`src/rtl/argmin_n_fp.sv`:
```
// argmin_n_fp: streaming argmin over sets of N_ACT IEEE-754 single-precision values
module argmin_n_fp #(
    parameter int N_ACT = 4,
    parameter int IDX_W = 2
) (
    input  logic             clk,
    input  logic             rst_n,
    input  logic             in_valid,
    output logic             in_ready,
    input  logic [31:0]      in_data,
    output logic             out_valid,
    input  logic             out_ready,
    output logic [31:0]      out_min,
    output logic [IDX_W-1:0] out_idx
);
    localparam int CNT_W = $clog2(N_ACT + 1);
    localparam logic [CNT_W-1:0] LAST = CNT_W'(N_ACT - 1);

    typedef enum logic [1:0] {S_FIRST, S_ACC, S_OUT} state_t;

    state_t           state, state_nx;
    logic [CNT_W-1:0] cnt;
    logic [31:0]      best;
    logic [IDX_W-1:0] best_idx;
    logic             accept, consume, take;

    // Strict a < b on raw bits; +0 and -0 compare equal, NaN/Inf ordered like any pattern
    function automatic logic fp_less(input logic [31:0] a, input logic [31:0] b);
        if (a[30:0] == '0 && b[30:0] == '0) return 1'b0;
        if (a[31] != b[31]) return a[31];
        return a[31] ? (a[30:0] > b[30:0]) : (a[30:0] < b[30:0]);
    endfunction

    // State register
    always_ff @(posedge clk or negedge rst_n) begin
        if (!rst_n) state <= S_FIRST;
        else        state <= state_nx;
    end

    // Next state, handshakes and zero-gated result outputs
    always_comb begin
        state_nx  = state;
        in_ready  = state != S_OUT;
        out_valid = state == S_OUT;
        accept    = in_valid && in_ready;
        consume   = out_valid && out_ready;
        take      = accept && (state == S_FIRST || fp_less(in_data, best));
        out_min   = out_valid ? best : '0;
        out_idx   = out_valid ? best_idx : '0;
        case (state)
            S_FIRST: state_nx = accept ? S_ACC : S_FIRST;
            S_ACC:   state_nx = (accept && cnt == LAST) ? S_OUT : S_ACC;
            S_OUT:   state_nx = consume ? S_FIRST : S_OUT;
            default: state_nx = S_FIRST;
        endcase
    end

    // Running minimum, its arrival index and the beat counter
    always_ff @(posedge clk or negedge rst_n) begin
        if (!rst_n) begin
            cnt      <= '0;
            best     <= '0;
            best_idx <= '0;
        end else if (consume) begin
            cnt <= '0;
        end else if (accept) begin
            cnt <= (state == S_FIRST) ? CNT_W'(1) : cnt + CNT_W'(1);
            if (take) begin
                best     <= in_data;
                best_idx <= (state == S_FIRST) ? '0 : cnt[IDX_W-1:0];
            end
        end
    end
endmodule

```
`config.mk`:
```
export PLATFORM = sky130hd
export DESIGN_NAME = argmin_n_fp
export DESIGN_NICKNAME = d
export VERILOG_FILES = /design/src/rtl/argmin_n_fp.sv
export SDC_FILE = /design/constraint.sdc
export NUM_CORES = 1
export LEC_CHECK = 0
export ABC_CLOCK_PERIOD_IN_PS = 3800
export BUFFER_PORTS_ARGS = -buffer_cell sky130_fd_sc_hd__clkbuf_2
export CORE_MARGIN = 2
export CORE_UTILIZATION = 53
export CTS_BUF_LIST = sky130_fd_sc_hd__clkbuf_8 sky130_fd_sc_hd__clkbuf_16
export DETAILED_ROUTE_END_ITERATION = 6
export GPL_ROUTABILITY_DRIVEN = 0
export PLACE_DENSITY = 0.8
export REMOVE_ABC_BUFFERS = 1
export SYNTH_ARGS = -nofsm -noshare
export SYNTH_HDL_FRONTEND = slang
export SYNTH_SLANG_ARGS = --single-unit
export TNS_END_PERCENT = 50
```
`constraint.sdc`:
```
create_clock -name clk -period 3.8 [get_ports clk]
set_input_delay 0.19 -clock clk [delete_from_list [all_inputs] [get_ports clk]]
set_output_delay 0.19 -clock clk [all_outputs]
set_load 0.005 [all_outputs]
```
Word-level counts from Yosys, hierarchy flattened
Index checks and enable logic that the tools add are counted.
W data, S select, Z words.
- muxes and demuxes: 18
- shifts and indexed selects: 0
- bitwise gates (word level): 1
- div/mod/pow operators: 0
- multiply operators: 0
- reductions and logical operators: 11
- equality and inequality tests: 5
- magnitude comparators: 2
- $add $sub $neg: 1
- operator list (kind ; count):
    $logic_not A31 Y1 ; 2
    $mux W32 ; 1
    $gt A31 B31 Y1 ; 1
    $lt A31 B31 Y1 ; 1
    $mux W1 ; 9
    $mux W3 ; 3
    $mux W2 ; 4
    $pmux W2 S3 ; 1
    $logic_and A1 B1 Y1 ; 5
    $add A3 B1 Y3 const B ; 1
    $eq A3 B2 Y1 const B ; 1
    $reduce_and A3 Y1 ; 1
    $eq A2 B1 Y1 const B ; 1
    $eq A2 B2 Y1 const B ; 1
    $logic_not A2 Y1 ; 1
    $ne A2 B2 Y1 const B ; 1
    $reduce_bool A2 Y1 ; 1
    $logic_or A1 B1 Y1 ; 1
    $ne A1 B1 Y1 ; 1
    $not A1 Y1 ; 1
- output and inout bits: 36
- bits in read-only memories: 0
- latch bits: 0
- bits in registers: 39
- memory bits (writable): 0
- logic and storage cells: 42
- memories: 0

Logic depth before layout (Yosys ltp)
Gate-level depths: netlist of run 1.
- word-level depth: 9
- depth in mapped cells: 11
- depth with buffers taken out: 10

Least setup slack after synthesis of run 1
No wires, ideal clock.
- path kind: register to register
- from: reg best[4]
- to: reg best[0]
- clock period less this slack: 2.660 ns
- path slack: 1.140 ns
- data required time: 3.675 ns
- stages on the path, launching flop included: 12
- setup time: 0.125 ns
- arrival time: 2.536 ns
- cell sequence: dfrtp_1 -> inv_1 -> ha_1 -> a211oi_1 -> nor2_1 -> o31a_1 -> o41a_1 -> a2bb2oi_1 -> o221a_4 -> o21ai_4 -> buf_6 -> mux2_2
- word-level cells in the longest chain between the ends: 7
- RTL lines (element ; line ; source):
    start, declared ; 23 ; logic [31:0] best;
    start signal, assigned ; 69 ; best <= in_data;
    $lt A31 B31 Y1 (tied with other cells) ; 31 ; return a[31] ? (a[30:0] > b[30:0]) : (a[30:0] < b[30:0]);
    $mux W1 / $logic_and A1 B1 Y1 (equally long branches) ; 31, 29 ;
    $mux W1 (on tied branches) ; 31, 29 ;
    $mux W1 * ; 30 ; if (a[31] != b[31]) return a[31];
    $logic_or A1 B1 Y1 * ; 47 ; take = accept && (state == S_FIRST || fp_less(in_data, best));
    $logic_and A1 B1 Y1 * ; 47 ;
    $reduce_and A3 Y1 (no source line) * ; - ;
Every way passes the cells marked *; elsewhere a longest branch is shown, timed or not.
A chain may end at the register's enable or synchronous reset.

Final worst setup path of run 1
- from: reg best[4]
- to: reg best[6]
Same word-level chain as after synthesis.

==> results.py, run 1 <==
metrics = {
    "status": {
        "status": "finished, final reports clean",
    },
    "logic_synthesis": {
        "synth_seq_cells": 39,
        "synth_cell_types": 36,
        "ys.flop_type": "dfrtp_1",
        "ys_seq_area_frac": 0.3653,
        "postSynth.asyncResetShare": 1.000,
        "syn_area_sq_um": 2671,
        "syn_inst": 283,
        "ys_warn_count": 0,
        "synth_edf_count": 0,
        "syn_avg_cell_area_sq_um": 9.439,
    },
    "power": {
        "p_total_mw": 2.107,
        "clock_power_share": 0.120,
        "pwr-share-comb": 0.497,
        "seqPwrFrac": 0.382,
        "p_leak_nw": 1.656,
        "p_sw_mw": 0.8468,
        "power.density_nw_per_um2": 667.1,
        "p_sw_frac": 0.4020,
        "intPower_mw": 1.260,
        "vdd_drop_max_uv": 325.6,
    },
    "layout": {
        "n_antenna_cell": 0,
        "drive_above_1_share": 0.3079,
        "layout_commonest_cell": "clkbuf_2",
        "fill_cells": 395,
        "regArea_sq_um": 975.9,
        "design_area_sq_um": 3158,
        "syn_to_final_growth_pct": 18.22,
        "nets": 424,
        "post-route-util": 0.6599,
        "multi_input_area_sq_um": 1500,
        "mostFrequentLayoutCells": "clkbuf_2 (71), inv_1 (39), dfrtp_1 (39)",
    },
    "critical_path": {
        "crit_chain": "inv_1, ha_1, a211oi_1, nor2_1, o31a_1, o41a_1, a2bb2oi_1, o221a_4, o21ai_4, buf_12, mux2_2",
        "crit_arrival_ns": 3.27,
        "reg2reg_slack_ns": 0.70,
        "start_kind": "flop",
        "crit_buf_inv": 2,
        "critPathTopFamily": "compound AO/OA/AOI/OAI gates",
        "critPathRequiredTime_ns": 3.97,
        "r2r_start": "best[4]",
        "r2r-end": "best[6]",
        "slowest_stage": "o21ai_4",
        "r2r_cells": 11,
        "cp-end-kind": "flop",
        "worstPathMaxFanout": 20,
        "criticalPathCategory": "flop to flop",
        "max_stage_delay_ns": 0.39,
    },
    "clock_network": {
        "worst_skew_pair.late_latency_ns": 0.29,
        "numCtsBuffers": 5,
        "cts_setup_buffers": 0,
        "cts_tree": "built",
        "cts.repair.resized": 0,
        "path_clk_slew_ns": 0.07,
        "htree_levels": 2,
        "postCtsHoldBufs": 0,
        "clock_path_buffers": 2,
        "cts.sinks": 39,
        "clock-root-buffer": "clkbuf_8",
    },
    "sta": {
        "slew_viol_final": 0,
        "fin_tns_setup_ns": 0,
        "max_freq_mhz": 322.9,
        "min_period_over_period": 0.8151,
        "setup_viol": 0,
        "max_slew_margin": 0.3403,
        "hold_viol_final": 0,
        "rsz0062_at_grt": "false",
        "period_needed_ns": 3.097,
        "skew_ns": 0.006470,
        "tightest_slew_ns": 0.9895,
        "setup_slack_ns": 0.7027,
    },
    "grt": {
        "grt_start_max_net_pins": 40,
        "gr-usage-all-layers": 0.2496,
        "antenna_found_initial": 0,
        "grt_pass1_wl_um": 10610,
        "grt-ovfl-total": 0,
        "grt_pass1_vias": 2317,
    },
    "floorplan": {
        "placementRows": 25,
        "die_w_um": 75.00,
        "core_sq_um": 4786,
        "die_area_sq_um": 5624,
        "initial_core_util": 0.5582,
        "ioPinCount": 72,
        "die_h_um": 75.00,
    },
    "flow_run": {
        "drv_cap": 0,
    },
    "route": {
        "finalWirelength_um": 6352,
        "first_pass_iters": 4,
        "initialDrtViolationCount": 133,
        "drc": 0,
        "vias": 2345,
        "post_drt_via_cell_ratio": 5.570,
        "wl_per_cell_um": 15.09,
        "ant_nets": 0,
    },
    "hold_path": {
        "hp-class": "input port to async pin",
    },
    "place": {
        "io_buffers": 71,
        "hpwl_um": 5000,
        "post-place-ws_ns": 0.7338,
        "placed_cell_area_sq_um": 3085,
    },
}
==> synthesized netlist by cell type (all sizes together), types with 4 or more instances <==
cell type	number	area [sq um]
dfrtp	39	975.9
inv	38	142.6
nor2	36	135.1
ha	33	412.9
mux2	31	349.1
nor4	18	112.6
a21oi	14	70.07
nand2	12	45.04
nand4	12	75.07
o21ai	8	51.30
nand3	7	35.03
buf	4	37.53
clkbuf	4	15.01
nor3	4	20.02
==> final cells by class <==
type,count,area share
Multi-Input combinational cell,198,0.4750
Timing Repair Buffer,73,0.1212
Tap cell,67,0.02655
Clock buffer,5,0.02179
Inverter,38,0.04517
Sequential cell,39,0.3090
Clock inverter,1,0.001189
==> worst max path at each step <==
stage                   from  endpoint  slack (ns)  depth (start not counted)
floorplan            best[4]   best[0]        0.83                         10
global placement     best[4]   best[2]        0.78                         11
detailed placement   best[4]   best[9]        0.73                         11
CTS                  best[4]   best[6]        0.71                         11
global route        best[22]  best[12]        0.52                         11
finish               best[4]   best[6]        0.70                         11
==> stage by stage <==
step                      hold WS [ns]  std cells
after global placement          0.3933        415
final                          0.04944        421
after detailed placement        0.3978        415
after CTS                      0.08720        421
after floorplan                -0.1056        275
after global routing            0.1238        421
==> flip-flops by register name, indices dropped and copies added, names as in the netlist <==
name      cells
best         32
cnt           3
best_idx      2
state         2
==> logic make-up after synthesis <==
kind of cell,count (synthesis),share of synthesized area
AOI/OAI and AO/OA,37,0.09556
buffers and inverters,46,0.07307
adders and majority gates,33,0.1546
and+or+nand+nor,95,0.1733
muxes,33,0.1382
DFF,39,0.3653
==> metal layers <==
| metal | GRT usage | routed length, um |
|---|---|---|
| met1 | 0.3168 | 2864 |
| met2 | 0.4230 | 3053 |
| met3 | 0.05355 | 314 |
| met4 | 0.08532 | 119 |
| met5 | 0 | 0 |
==> power groups by stage <==
stage          combinational, mW  sequential [mW]  clock [mW]
6_report                    1.05            0.806       0.253
5_1_grt                     1.20            0.836       0.278
4_1_cts                     1.05            0.803       0.261
3_5_place_dp                1.04            0.811           0
3_3_place_gp                1.00            0.798           0
2_1_floorplan              0.794            0.752           0
Note: power is estimated with default switching activity, not from simulation.
==> run 2: changes to the inputs <==
--- a/config.mk
+++ b/config.mk
@@ -5,14 +5,15 @@
 export SDC_FILE = /design/constraint.sdc
 export NUM_CORES = 1
 export LEC_CHECK = 0
-export ABC_CLOCK_PERIOD_IN_PS = 3800
+export ABC_AREA = 1
+export ABC_CLOCK_PERIOD_IN_PS = 2500
 export BUFFER_PORTS_ARGS = -buffer_cell sky130_fd_sc_hd__clkbuf_2
 export CORE_MARGIN = 2
-export CORE_UTILIZATION = 53
+export CORE_UTILIZATION = 49
 export CTS_BUF_LIST = sky130_fd_sc_hd__clkbuf_8 sky130_fd_sc_hd__clkbuf_16
 export DETAILED_ROUTE_END_ITERATION = 6
 export GPL_ROUTABILITY_DRIVEN = 0
-export PLACE_DENSITY = 0.8
+export PLACE_DENSITY = 0.77
 export REMOVE_ABC_BUFFERS = 1
 export SYNTH_ARGS = -nofsm -noshare
 export SYNTH_HDL_FRONTEND = slang
==> constraint.sdc (replaced) <==
create_clock -name clk -period 2.5 [get_ports clk]
set_input_delay 0.125 -clock clk [delete_from_list [all_inputs] [get_ports clk]]
set_output_delay 0.125 -clock clk [all_outputs]
set_load 0.005 [all_outputs]
==> results.py, run 2 <==
metrics = {
    "place": {
        "hpwl_um": 5345,
        "io_buffers": 71,
        "dp.cells": 549,
    },
    "floorplan": {
        "ioPinCount": 72,
        "die_area_sq_um": 6430,
        "die_h_um": 80.19,
        "die_w_um": 80.19,
        "placementRows": 27,
        "core_sq_um": 5540,
        "initial_core_util": 0.5133,
    },
    "logic_synthesis": {
        "syn_avg_cell_area_sq_um": 6.886,
        "yosysMostFrequentCell": "nand2_1",
        "postSynth.asyncResetShare": 1.000,
        "syn_inst": 413,
        "synth_cell_types": 21,
        "yosys.area.top_type_share": 0.3432,
        "ys.flop_type": "dfrtp_1",
        "ys_warn_count": 0,
        "synth_area_leaders": "dfrtp_1 (34%), nand2_1 (17%), ha_1 (15%), nor2_1 (8.6%), inv_1 (7.7%)",
        "synth_seq_cells": 39,
        "synthTopCellsByCount": "nand2_1 (128), nor2_1 (65), inv_1 (58)",
        "synth_edf_count": 0,
        "synth.largest_area_cell": "dfrtp_1",
        "syn_area_sq_um": 2844,
        "ys_seq_area_frac": 0.3432,
    },
    "sta": {
        "rsz0062_at_grt": "false",
        "fin_tns_setup_ns": 0,
        "hold_ws_ns": -0.01592,
        "min_period_over_period": 0.9024,
        "hold_viol_final": 10,
        "period_needed_ns": 2.256,
        "skew_ns": 0.009469,
        "max_freq_mhz": 443.3,
        "setup_viol": 0,
        "slew_viol_final": 0,
        "tightest_slew_ns": 1.009,
        "max_slew_margin": 0.3271,
    },
    "route": {
        "initialDrtViolationCount": 154,
        "first_pass_iters": 4,
        "vias": 2797,
        "post_drt_via_cell_ratio": 5.004,
        "wl_per_cell_um": 12.37,
        "drc": 0,
        "finalWirelength_um": 6914,
        "ant_nets": 0,
    },
    "critical_path": {
        "cp-startpoint": "best[30]",
        "reg2reg_slack_ns": 0.24,
        "critPathRequiredTime_ns": 2.69,
        "worstPathMaxFanout": 34,
        "slowest_stage": "dfrtp_1",
        "r2r_start": "best[30]",
        "cp-end-kind": "flop",
        "crit_buf_inv": 1,
        "crit_chain": "inv_1, ha_1, nand2_1, nor2_1, nand3_1, nor3_2, nand2_1, nand2_1, nand2_1, nand2_1, nand2_1, nand2_4, nand2_8, nand2_1, nand2_1",
        "critPathTopFamily": "simple AND/OR/NAND/NOR gates",
        "r2r_cells": 15,
        "criticalPathCategory": "flop to flop",
        "setup.worst_path.end": "best[4]",
        "start_kind": "flop",
        "cp_common_cell": "nand2_1",
        "r2r-end": "best[4]",
        "worstSetupPathDepth": 15,
        "crit_arrival_ns": 2.44,
        "max_stage_delay_ns": 0.35,
    },
    "clock_network": {
        "clock-root-buffer": "clkbuf_8",
        "postCtsHoldBufs": 0,
        "cts_tree": "built",
        "cts.sinks": 39,
        "worst_skew_pair.late_latency_ns": 0.30,
        "htree_levels": 2,
        "path_clk_slew_ns": 0.09,
        "clock_path_buffers": 2,
        "numCtsBuffers": 5,
    },
    "layout": {
        "fill_cells": 550,
        "nets": 555,
        "layout_commonest_cell": "nand2_1",
        "post-route-util": 0.6100,
        "largest_reg_flops": 32,
        "stdcell_count": 559,
        "n_antenna_cell": 0,
        "top_register": "best",
        "syn_to_final_growth_pct": 18.83,
        "mostFrequentLayoutCells": "nand2_1 (128), clkbuf_2 (71), nor2_1 (65)",
        "top_regs": "best: 32 flops, cnt: 3 flops",
        "drive_above_1_share": 0.1848,
    },
    "status": {
        "status": "finished with violations",
        "violations": "hold timing",
    },
    "power": {
        "p_leak_nw": 1.998,
        "vdd_drop_max_uv": 403.4,
        "power.density_nw_per_um2": 962.6,
        "p_total_mw": 3.253,
    },
    "flow_run": {
        "drv_cap": 0,
    },
    "grt": {
        "grt_start_max_net_pins": 40,
        "grt-ovfl-total": 0,
        "antenna_found_initial": 0,
        "grt_pass1_wl_um": 11750,
        "grt_pass1_vias": 2635,
        "gr-usage-all-layers": 0.2313,
    },
    "hold_path": {
        "hp-class": "input port to async pin",
    },
}
[run 2: cell types whose count changed after synthesis, sizes merged, moves of 6 or more]
| cell | change |
|---|---|
| nand3 | +33 |
| o21ai | -6 |
| inv | +20 |
| mux2 | -31 |
| nand2 | +118 |
| nor2 | +31 |
| nor4 | -17 |
[run 2: how the worst min path moves through the flow]
stage / start / to / slack [ns] / cells past startpoint
5_1_grt: out_ready / state[1] / 0.06 / 2
2_1_floorplan: rst_n / best[0] / -0.17 / 0
3_5_place_dp: out_ready / state[1] / 0.34 / 2
4_1_cts: out_ready / state[1] / 0.02 / 2
6_report: rst_n / best[29] / -0.02 / 1
3_3_place_gp: out_ready / state[1] / 0.33 / 2
[run 2: timing repair]
action | 4_1_cts | 5_1_grt
gates resized for setup | 0 | 3
setup endpoints to repair | 0 | 34
setup buffers | 0 | 2
[run 2: cells by family after synthesis]
logic type	after synthesis	synth area share
flip-flops	39	0.3432
AND/OR/NAND/NOR	252	0.3704
buffers and inverters	71	0.1056
AO/OA/AOI/OAI	18	0.03563
adder cells (fa/ha/maj)	33	0.1452
[run 2: layout make-up]
| class | instances | area [sq um] | area share |
|---|---|---|---|
| clock buffers | 7 | 96.34 | 0.02851 |
| clock inverters | 1 | 3.754 | 0.001111 |
| inverters | 59 | 221.5 | 0.06553 |
| multi-input cells | 303 | 1577 | 0.4665 |
| flip-flops and latches | 39 | 975.9 | 0.2888 |
| well taps | 72 | 90.09 | 0.02666 |
| repair buffers | 78 | 415.4 | 0.1229 |
[run 2: power breakdown]
| part | internal [mW] | switching, mW | leakage (nW) |
|---|---|---|---|
| Combinational | 0.610 | 1.06 | 1.46 |
| Sequential | 0.922 | 0.183 | 0.481 |
| Clock | 0.248 | 0.233 | 0.0557 |
[run 2: metrics by stage]
stage	setup slack, ns	area, sq um
final	0.2440	3379
after CTS	0.1483	3348
after detailed placement	0.1768	3248
after global placement	0.2346	3248
after global routing	0.006519	3379
after floorplan	0.4029	2765
[run 2: worst register-to-register path, cell delays in order (launching register included)]
cell and delay (ns):
dfrtp_1 0.35, inv_1 0.07, ha_1 0.30, nand2_1 0.07
nor2_1 0.15, nand3_1 0.15, nor3_2 0.21, nand2_1 0.08
nand2_1 0.08, nand2_1 0.05, nand2_1 0.05, nand2_1 0.08
nand2_4 0.15, nand2_8 0.17, nand2_1 0.13, nand2_1 0.05
[run 2: layer usage]
layer  track usage  routed length, um  up-vias  share of wire
li1              -                  -     1443              -
met1        0.3077               3258     1263           0.47
met2        0.3942               3237       81           0.47
met3       0.03708                340       10          0.049
met4       0.05254                 77        0          0.011
met5             0                  0        -              0
==> run 3: changes to the inputs <==
--- a/config.mk
+++ b/config.mk
@@ -5,15 +5,14 @@
 export SDC_FILE = /design/constraint.sdc
 export NUM_CORES = 1
 export LEC_CHECK = 0
-export ABC_AREA = 1
 export ABC_CLOCK_PERIOD_IN_PS = 2500
 export BUFFER_PORTS_ARGS = -buffer_cell sky130_fd_sc_hd__clkbuf_2
 export CORE_MARGIN = 2
-export CORE_UTILIZATION = 49
+export CORE_UTILIZATION = 46
 export CTS_BUF_LIST = sky130_fd_sc_hd__clkbuf_8 sky130_fd_sc_hd__clkbuf_16
 export DETAILED_ROUTE_END_ITERATION = 6
 export GPL_ROUTABILITY_DRIVEN = 0
-export PLACE_DENSITY = 0.77
+export PLACE_DENSITY = 0.74
 export REMOVE_ABC_BUFFERS = 1
 export SYNTH_ARGS = -nofsm -noshare
 export SYNTH_HDL_FRONTEND = slang
==> results.py, run 3 (synthesized netlist as in run 1, its figures left out) <==
metrics = {
    "critical_path": {
        "cp-startpoint": "best[4]",
        "start_kind": "flop",
        "slowest_stage": "dfrtp_1",
        "crit_chain": "inv_2, ha_4, a211oi_2, nor2_1, o31a_1, o41a_1, a2bb2oi_2, o221a_4, o21ai_4, buf_6, buf_12, mux2_2",
        "crit_arrival_ns": 3.11,
        "reg2reg_slack_ns": -0.43,
        "cp-end-kind": "flop",
        "criticalPathCategory": "flop to flop",
        "critPathRequiredTime_ns": 2.68,
        "r2r_cells": 12,
        "worstPathMaxFanout": 12,
        "max_stage_delay_ns": 0.42,
        "r2r-end": "best[10]",
        "r2r_start": "best[4]",
    },
    "sta": {
        "max_slew_margin": 0.3235,
        "skew_ns": 0.005008,
        "setup_viol": 33,
        "hold_ws_ns": -0.01165,
        "min_period_over_period": 1.174,
        "rsz0062_at_grt": "true",
        "max_freq_mhz": 340.8,
        "tightest_slew_ns": 1.015,
        "hold_viol_final": 9,
        "setup_slack_ns": -0.4344,
        "slew_viol_final": 0,
        "period_needed_ns": 2.934,
    },
    "floorplan": {
        "ioPinCount": 72,
        "die_w_um": 80.21,
        "initial_core_util": 0.4792,
        "die_area_sq_um": 6433,
        "placementRows": 27,
        "die_h_um": 80.21,
        "core_sq_um": 5574,
    },
    "place": {
        "hpwl_um": 6052,
        "dp.cells": 512,
        "io_buffers": 71,
        "post-place-ws_ns": -0.3251,
    },
    "route": {
        "first_pass_iters": 4,
        "initialDrtViolationCount": 214,
        "wl_per_cell_um": 17.38,
        "finalWirelength_um": 9229,
        "ant_nets": 0,
        "post_drt_via_cell_ratio": 5.460,
        "vias": 2899,
        "drc": 0,
    },
    "power": {
        "vdd_drop_max_uv": 733.9,
        "p_leak_nw": 2.247,
        "power.density_nw_per_um2": 1140,
        "p_total_mw": 4.784,
    },
    "layout": {
        "nets": 527,
        "post-route-util": 0.7526,
        "layout_commonest_cell": "buf_4",
        "largest_reg_flops": 32,
        "top_register": "best",
        "mostFrequentLayoutCells": "buf_4 (98), clkbuf_2 (71), dfrtp_1 (39)",
        "drive_above_1_share": 0.5163,
        "stdcell_count": 531,
        "syn_to_final_growth_pct": 57.05,
        "n_antenna_cell": 0,
        "top_regs": "best: 32 flops, cnt: 3 flops",
    },
    "grt": {
        "antenna_found_initial": 0,
        "grt_start_max_net_pins": 40,
        "grt_pass1_vias": 2853,
        "grt-ovfl-total": 0,
        "gr-usage-all-layers": 0.2698,
        "grt_pass1_wl_um": 13390,
    },
    "clock_network": {
        "cts_tree": "built",
        "numCtsBuffers": 5,
        "cts.sinks": 39,
        "postCtsHoldBufs": 0,
        "clock-root-buffer": "clkbuf_8",
        "path_clk_slew_ns": 0.08,
        "worst_skew_pair.late_latency_ns": 0.29,
        "clock_path_buffers": 2,
        "htree_levels": 2,
    },
    "status": {
        "violations": "hold timing, setup timing",
        "status": "finished with violations",
    },
    "hold_path": {
        "hp-class": "input port to async pin",
    },
    "flow_run": {
        "drv_cap": 0,
    },
}
==> run 3: worst max-delay path by stage <==
stage / slack [ns] / cells after the start / endpoint
final: -0.43 / 12 / best[10]
after global routing: -0.51 / 12 / best[26]
after global placement: -0.22 / 11 / best[29]
after floorplan: -0.47 / 10 / best[0]
after CTS: -0.28 / 12 / best[26]
after detailed placement: -0.33 / 11 / best[26]
==> run 3: area by class of cell <==
class	count	area [sq um]
fill	378	1379
inverter	38	142.6
tap	72	90.09
clock buffer	7	96.34
multi-input combinational	198	1678
timing repair buffer	176	1209
clock inverter	1	3.754
sequential	39	975.9
==> run 3: what timing repair did <==
action                                  4_1_cts  5_1_grt
gates cloned                                  1        1
endpoints found under the setup margin       33       33
setup buffers                                 4        6
gates resized for setup                      13       27
pin swaps                                     5        7
==> run 3: power breakdown <==
part	total, mW	switching [mW]	internal (mW)
Clock	0.469	0.221	0.248
Sequential	1.18	0.230	0.954
Combinational	3.13	1.34	1.79
==> run 3: worst max-delay path: cells and delay by family, from the launching register on <==
kind | cells | cell delay (ns)
AOI/OAI and AO/OA | 6 | 1.42
DFF | 1 | 0.42
buffers and inverters | 3 | 0.36
muxes | 1 | 0.34
adders and majority gates | 1 | 0.20
and+or+nand+nor | 1 | 0.08
==> run 3: per-stage QoR <==
| stage | hold WS [ns] | TNS (ns) | cell area (sq um) |
|---|---|---|---|
| 2_1_floorplan | -0.1706 | -14.38 | 2619 |
| 3_3_place_gp | 0.3127 | -6.713 | 3782 |
| 3_5_place_dp | 0.3318 | -9.687 | 3782 |
| 4_1_cts | 0.01942 | -8.198 | 3995 |
| 5_1_grt | 0.05966 | -15.77 | 4195 |
| 6_report | -0.01165 | -13.22 | 4195 |
==> run 3: layer usage <==
metal  vias up  wire length (um)  global-route usage
li1       1363                 -                   -
met1      1388              3768              0.3314
met5         -                 0                   0
met4         0               355              0.1000
met3        35               391             0.03146
met2       113              4713              0.4825
